==> src/rtl/grayscale_pkg.sv <==
// Shared constants and types for the grayscale stream controller.
// Luma coefficients are scaled by 1000 and stay in an 18-bit sum.
package grayscale_pkg;

    localparam int unsigned COEF_R    = 299;
    localparam int unsigned COEF_G    = 587;
    localparam int unsigned COEF_B    = 114;
    localparam int unsigned GRAY_DIV  = 1000;
    localparam int          PIX_SUM_W = 18;

    typedef enum logic [1:0] {
        IDLE,
        RUN,
        DRAIN,
        DONE
    } state_t;

endpackage

==> src/rtl/gray_pixel_calc.sv <==
// Combinational RGB to 8-bit luma conversion.
// Weighted sum fits 18 bits; the quotient never exceeds 255.
module gray_pixel_calc
    import grayscale_pkg::*;
(
    input  logic [23:0] rgb,
    output logic [7:0]  gray
);

    localparam logic [PIX_SUM_W-1:0] CR = PIX_SUM_W'(COEF_R);
    localparam logic [PIX_SUM_W-1:0] CG = PIX_SUM_W'(COEF_G);
    localparam logic [PIX_SUM_W-1:0] CB = PIX_SUM_W'(COEF_B);
    localparam logic [PIX_SUM_W-1:0] DV = PIX_SUM_W'(GRAY_DIV);

    logic [PIX_SUM_W-1:0] r_ext;
    logic [PIX_SUM_W-1:0] g_ext;
    logic [PIX_SUM_W-1:0] b_ext;
    logic [PIX_SUM_W-1:0] sum;

    assign r_ext = {{(PIX_SUM_W-8){1'b0}}, rgb[7:0]};
    assign g_ext = {{(PIX_SUM_W-8){1'b0}}, rgb[15:8]};
    assign b_ext = {{(PIX_SUM_W-8){1'b0}}, rgb[23:16]};

    assign sum  = CR * r_ext + CG * g_ext + CB * b_ext;
    assign gray = 8'(sum / DV);

endmodule

==> src/rtl/grayscale_stream_ctrl.sv <==
// Frame sequencer: converts RGB pixels to luma and packs
// four luma bytes per output word with a last-word marker.
module grayscale_stream_ctrl
    import grayscale_pkg::*;
#(
    parameter int PIX_CNT_W = 24
) (
    input  logic                 clk,
    input  logic                 reset,
    input  logic                 start,
    input  logic [PIX_CNT_W-1:0] pixel_count,
    output logic                 busy,
    output logic                 done,
    input  logic [31:0]          s_tdata,
    input  logic                 s_tvalid,
    output logic                 s_tready,
    output logic [31:0]          m_tdata,
    output logic                 m_tvalid,
    input  logic                 m_tready,
    output logic                 m_tlast
);

    state_t               state;
    state_t               state_nx;
    logic [PIX_CNT_W-1:0] remaining;
    logic [1:0]           lane_idx;
    logic [31:0]          pack;
    logic [31:0]          pack_merged;
    logic [7:0]           gray;
    logic                 accept;
    logic                 last_pix;
    logic                 word_load;
    logic                 out_hs;
    logic                 unused_hi;

    gray_pixel_calc u_calc (
        .rgb  (s_tdata[23:0]),
        .gray (gray)
    );

    // Top byte of the input word carries no pixel data.
    assign unused_hi = ^s_tdata[31:24];

    assign s_tready  = (state == RUN) && (remaining != '0)
                     && (!m_tvalid || m_tready);
    assign accept    = s_tvalid && s_tready;
    assign last_pix  = accept && (remaining == PIX_CNT_W'(1));
    assign word_load = accept && ((lane_idx == 2'd3) || last_pix);
    assign out_hs    = m_tvalid && m_tready;

    // Insert the current pixel's luma into its byte lane.
    always_comb begin
        pack_merged = pack;
        pack_merged[{lane_idx, 3'b000} +: 8] = gray;
    end

    // Next-state and status outputs.
    always_comb begin
        state_nx = state;
        busy     = 1'b0;
        done     = 1'b0;
        unique case (state)
            IDLE: begin
                if (start) begin
                    if (pixel_count != '0) state_nx = RUN;
                    else                   state_nx = DONE;
                end
            end
            RUN: begin
                busy = 1'b1;
                if (last_pix) state_nx = DRAIN;
            end
            DRAIN: begin
                busy = 1'b1;
                if (out_hs && m_tlast) state_nx = DONE;
            end
            DONE: begin
                busy     = 1'b1;
                done     = 1'b1;
                state_nx = IDLE;
            end
            default: state_nx = IDLE;
        endcase
    end

    // State register.
    always_ff @(posedge clk) begin
        if (reset) state <= IDLE;
        else       state <= state_nx;
    end

    // Pixel counter, lane index and partial-word pack register.
    always_ff @(posedge clk) begin
        if (reset) begin
            remaining <= '0;
            lane_idx  <= '0;
            pack      <= '0;
        end else if ((state == IDLE) && start) begin
            remaining <= pixel_count;
            lane_idx  <= '0;
            pack      <= '0;
        end else if (accept) begin
            remaining <= remaining - PIX_CNT_W'(1);
            lane_idx  <= lane_idx + 2'd1;
            pack      <= word_load ? '0 : pack_merged;
        end
    end

    // Output word register; a new word takes priority over a drain.
    always_ff @(posedge clk) begin
        if (reset) begin
            m_tdata  <= '0;
            m_tvalid <= 1'b0;
            m_tlast  <= 1'b0;
        end else if (word_load) begin
            m_tdata  <= pack_merged;
            m_tvalid <= 1'b1;
            m_tlast  <= last_pix;
        end else if (out_hs) begin
            m_tvalid <= 1'b0;
            m_tlast  <= 1'b0;
        end
    end

endmodule
==> config.mk <==
export PLATFORM = sky130hd
export DESIGN_NAME = grayscale_stream_ctrl
export DESIGN_NICKNAME = d
export VERILOG_FILES = /design/src/rtl/grayscale_pkg.sv /design/src/rtl/gray_pixel_calc.sv /design/src/rtl/grayscale_stream_ctrl.sv
export SDC_FILE = /design/constraint.sdc
export NUM_CORES = 1
export LEC_CHECK = 0
export CORE_MARGIN = 2
export CORE_UTILIZATION = 50
export DETAILED_ROUTE_END_ITERATION = 10
export GPL_ROUTABILITY_DRIVEN = 0
export MAX_ROUTING_LAYER = met4
export PLACE_DENSITY = 0.74
export SYNTH_ARGS = -nofsm -noshare
export SYNTH_HDL_FRONTEND = slang
export SYNTH_SLANG_ARGS = --single-unit
==> constraint.sdc <==
create_clock -name clk -period 11.34 [get_ports clk]
set_input_delay 1.134 -clock clk [delete_from_list [all_inputs] [get_ports clk]]
set_output_delay 1.134 -clock clk [all_outputs]
set_load 0.05 [all_outputs]
[After elaboration in Yosys (flattened, before gate mapping)]
Cells that the tools add are included.
Word-level totals
  bits in registers: 94
  word-level logic and storage cells: 59
  input bits: 61
  output and inout port bits: 37
Cells by class
  multiply operators: 3
  reductions and logical operators: 19
  shift operators: 2
  muxes and demuxes: 14
  divide/modulo/power cells: 1
  eq/ne operators: 8
  $add $sub $neg: 5
Operators by type and width (count)
  24-bit two-way mux: 2
  24-bit nonzero test: 2
  18-bit adder: 2
  32-bit bitwise mux: 1
  32-bit two-way mux: 1
  8-bit by 7-bit variable shift with 32-bit output, first input constant: 1
  8-bit by 7-bit indexed part select with 32-bit output: 1
  24-bit by 1-bit == test with 1-bit output, second input constant: 1
  24-bit by 1-bit subtractor with 24-bit output, second input constant: 1
  18-bit by 10-bit divider with 18-bit output, second input constant: 1
  10-bit by 8-bit multiplier with 18-bit output, first input constant: 1
  9-bit by 8-bit multiplier with 17-bit output, first input constant: 1
  6-bit by 8-bit multiplier with 14-bit output, first input constant: 1
  1-bit logical AND: 8
  2-bit two-way mux: 4
  2-bit case mux with 4 select lines: 1
  5-bit negation with 7-bit output: 1
  2-bit == test, second input constant: 3
  2-bit != test, second input constant: 3
  1-bit two-way mux: 5
  2-bit nonzero test: 2
  3-bit AND reduction: 1
  3-bit OR reduction: 1
  2-bit by 1-bit adder with 2-bit output, second input constant: 1
  other kinds (5): 6

[Logic depth before layout (Yosys ltp)]
  depth in word-level cells: 8
  depth in mapped cells: 53
  gate-level depth less buffers: 47

[Hierarchy]
A second synthesis with hierarchy kept.
Unflattened totals
  cells, all modules: 1387
  area, all modules: 11379.7 µm²
By module, submodules not included
  gray_pixel_calc: cells each 857, area each 6785.3 µm², instances 1, seq. area each 0.0 µm²
  grayscale_stream_ctrl: cells each 530, area each 4594.4 µm², instances 1, seq. area each 1881.8 µm²

[Least setup slack after synthesis]
No wires, ideal clock.
  kind: input-to-reg
  from: input port s_tdata[16]
  to: register m_tdata[0]
  data required time: 11.270 ns
  path buffers: 4
  arrival: 11.686 ns
  stages on the path: 46
  library setup time: 0.070 ns
  setup slack: -0.416 ns
  cells stage by stage: fa_1 inv_1 fa_1 inv_1 ha_1 ha_1 fa_1 a21oi_1 nor2_1 nor2_1 xnor2_1 ha_1 ha_1 fa_1 inv_1 fa_1 fa_1 inv_1 (+10 left out) o221a_4 and3_1 buf_6 nor4_4 a31oi_2 or4_1 buf_4 a21oi_4 and2_1 buf_4 o2111ai_2 a31o_2 or3_1 a2111o_1 and2_4 a211oi_2 nand4bb_2 o21ai_1
On the way
  longest elaborated chain between the ends: 5
Ends and longest elaborated chain
  start, declared: RTL line grayscale_stream_ctrl.sv:14  | input logic [31:0] s_tdata,
  6-bit by 8-bit multiplier with 14-bit output: RTL line gray_pixel_calc.sv:24  | assign sum = CR * r_ext + CG * g_ext + CB * b_ext;
  18-bit adder: RTL line gray_pixel_calc.sv:24
  18-bit by 10-bit divider with 18-bit output: RTL line gray_pixel_calc.sv:25  | assign gray = 8'(sum / DV);
  8-bit by 7-bit indexed part select with 32-bit output: RTL line grayscale_stream_ctrl.sv:54  | pack_merged[{lane_idx, 3'b000} +: 8] = gray;
  32-bit bitwise mux: RTL line grayscale_stream_ctrl.sv:54
  end signal, assigned: RTL line grayscale_stream_ctrl.sv:116  | m_tdata <= pack_merged;
  end, declared: RTL line grayscale_stream_ctrl.sv:17  | output logic [31:0] m_tdata,
No other way between the ends.
A chain may end at the register's enable or synchronous reset.

[Final worst setup path]
  from: input port s_tdata[18]
  to: register pack[16]
On the way
  longest elaborated chain between the ends: 6
Ends and longest elaborated chain
  6-bit by 8-bit multiplier with 14-bit output: RTL line gray_pixel_calc.sv:24
  18-bit adder: RTL line gray_pixel_calc.sv:24
  18-bit by 10-bit divider with 18-bit output: RTL line gray_pixel_calc.sv:25
  8-bit by 7-bit indexed part select with 32-bit output: RTL line grayscale_stream_ctrl.sv:54
  32-bit bitwise mux: RTL line grayscale_stream_ctrl.sv:54
  32-bit two-way mux: RTL line grayscale_stream_ctrl.sv:105  | pack <= word_load ? '0 : pack_merged;
  end signal, assigned: RTL line grayscale_stream_ctrl.sv:105
  end, declared: RTL line grayscale_stream_ctrl.sv:27  | logic [31:0] pack;
No other way between the ends.

==> results.toml <==
[route]
first_iter_violations = 1137
drc = 0
drtAntennaViolNets = 0
dr.pass1.iters = 8
wl_um = 35720
routedWlPerCell_um = 18.34
via_count = 11787
viasPerCell = 6.051

[yosys]
synthTopCellsByArea = "dfxtp_1 (17%), ha_1 (16%), fa_1 (11%), inv_1 (5.6%), nor2_1 (4.4%)"
synth.most_common_cell = "inv_1"
avgSynthCellArea_um2 = 8.227
ys_seq_area_share_pct = 17.22
synth.distinct_cells = 102
syn-cell-area_um2 = 10930
ys_warn_count = 0
synth_common_cells = "inv_1 (163), ha_1 (140), nor2_1 (129)"
synthFlopType = "dfxtp_1"
yosysTopAreaCell = "dfxtp_1"
synth_edf_count = 0
synth-seq-cells = 94
synth_top_area_share_pct = 17.22
synth_nets = 1590
netlist_instances = 1328
ys_async_sr_fraction_pct = 0

[worst_setup_path]
regToRegStartpoint = "remaining[2]"
end_kind = "flip-flop"
critPathLaunchType = "input pin"
arrival_ns = 12.28
cp_data_required_time_ns = 11.62
crit_path_start = "s_tdata[18]"
cpMostUsedCell = "buf_4"
slowest_stage = "fa_1"
critPathKind = "in -> reg"
cp_max_fo = 7
max_stage_delay_ns = 0.57

[layout]
syn_to_final_growth_pct = 43.87
drive_gt1_share_pct = 31.12
final_area_um2 = 15720
diodes = 0
fillers = 1408
layout.nets = 1925

[timing]
fmax_mhz = 83.31
setup_viol = 20
worst_pin_slew_ns = 1.373
setup_slack_ns = -0.6638
period_needed_ns = 12.00
finClkSkew_ns = 0.007007
drv_slew = 0
post-route-period-util_pct = 105.9
slew_headroom_pct = 7.644
hold_viol_final = 0
rsz0062_at_grt = "true"

[clock_network]
cts_buffer_depth = 2
cts_buffers = 9
cts_tree = "built"
cts_max_level = 3
clock_latency_ns = 0.35
clkTransAtPathRegs_ns = 0.07
clock-sinks = 94
ctsRootBufferMaster = "clkbuf_16"

[global_routing]
grt_pass1_vias = 11387
grt_first_pass_wirelength_um = 52400
antenna_found_initial = 0
grt_max_degree = 67
gr-total-overflow = 0
grt_use_total_pct = 27.27

[run]
drv_cap = 0

[place]
io_buffers = 89
post_dp_cell_area_um2 = 13730
place_hpwl_um = 22840

[floorplan]
start_util_pct = 50.53
row_count = 54
die_width_um = 151.8
ioPinCount = 98
die_h_um = 151.8
coreArea_um2 = 21620
dieArea_um2 = 23050

[worst_hold_path]
min_from = "m_tdata[17]"
worstHoldPathType = "reg -> reg"

[run_status]
outcome = "complete, but fails checks"
failed_checks = "setup timing"
layer usage:
| metal | share of wire [%] | global-route usage (%) | vias to the layer above | wire length (µm) |
|---|---|---|---|---|
| met4 | 5.0 | 11.17 | 0 | 1800 |
| li1 | - | - | 5408 | - |
| met1 | 39 | 33.03 | 5655 | 13860 |
| met5 | 0 | - | - | 0 |
| met2 | 51 | 46.18 | 564 | 18050 |
| met3 | 5.6 | 3.309 | 160 | 2006 |
worst paths after layout:
path	to	slack (ns)	cells after the start
setup / recovery	pack[16]	-0.66	49
hold / removal	m_tdata[17]	0.46	2
setup reg to reg	m_tdata[8]	7.48	10
hold reg to reg	m_tdata[17]	0.46	2
cell families after synthesis:
kind of cell	share of synthesized area, %
simple gates	17.10
flops	17.22
compound gates	23.98
xor+xnor	5.680
buf+inv	7.971
mux	0.7444
fa+ha+maj	27.30
layout make-up:
| cell class | count | area, µm² | area share (%) |
|---|---|---|---|
| Inverter | 165 | 619.3 | 3.940 |
| Timing Repair Buffer | 379 | 3123 | 19.87 |
| Sequential cell | 94 | 1882 | 11.97 |
| Clock inverter | 5 | 41.29 | 0.2627 |
| Multi-Input combinational cell | 1014 | 9460 | 60.18 |
| Tap cell | 280 | 350.3 | 2.229 |
| Clock buffer | 11 | 242.7 | 1.544 |
cell usage in the layout, fill, tap and decap left out, types with 16 or more instances in the layout:
master / n
clkdlybuf4s50_1: 77
o21ai_1: 16
o21ai_0: 29
xnor2_1: 35
buf_6: 17
nor2_1: 120
a211oi_1: 24
a22oi_1: 18
buf_4: 273
ha_4: 25
inv_1: 154
a21oi_2: 23
ha_1: 112
a21oi_1: 48
nor3_1: 41
fa_1: 57
dfxtp_1: 94
nand3_1: 23
nand2_1: 80
through the flow:
step	hold WS, ns	utilization, %	setup TNS (ns)	std cells	setup WS (ns)
after CTS	0.4537	67.96	-3.314	1929	-0.2864
after global placement	0.4355	63.49	-16.54	1879	-0.9745
after detailed placement	0.4455	63.49	-23.35	1879	-1.267
after floorplan	0.4242	-	-0.9826	1328	-0.1404
final	0.4639	72.70	-7.789	1948	-0.6638
after global routing	0.4851	72.70	-13.18	1948	-0.8977
flip-flops by register name, indices dropped and copies added (netlist names):
register / cells
m_tdata: 32
pack: 32
remaining: 24
lane_idx: 2
state: 2
m_tlast: 1
m_tvalid: 1
timing repair:
action | in CTS | in global routing
pin swaps | 71 | 103
resized for setup | 109 | 159
hold endpoints to repair | 0 | 0
setup buffers | 34 | 20
cloned | 0 | 0
setup endpoints to repair | 21 | 27
hold buffers | 0 | 0
worst max-delay path, delay by kind of cell:
family	cells	cell delay, ns
AO/OA/AOI/OAI	18	4.42
XOR/XNOR	2	0.22
adder cells (fa/ha/maj)	9	3.51
buffers and inverters	12	1.39
multiplexers	1	0.31
AND/OR/NAND/NOR	7	1.25
Power is not shown: default switching activity piles up to over one toggle a cycle in this logic, so the estimate is an artifact.
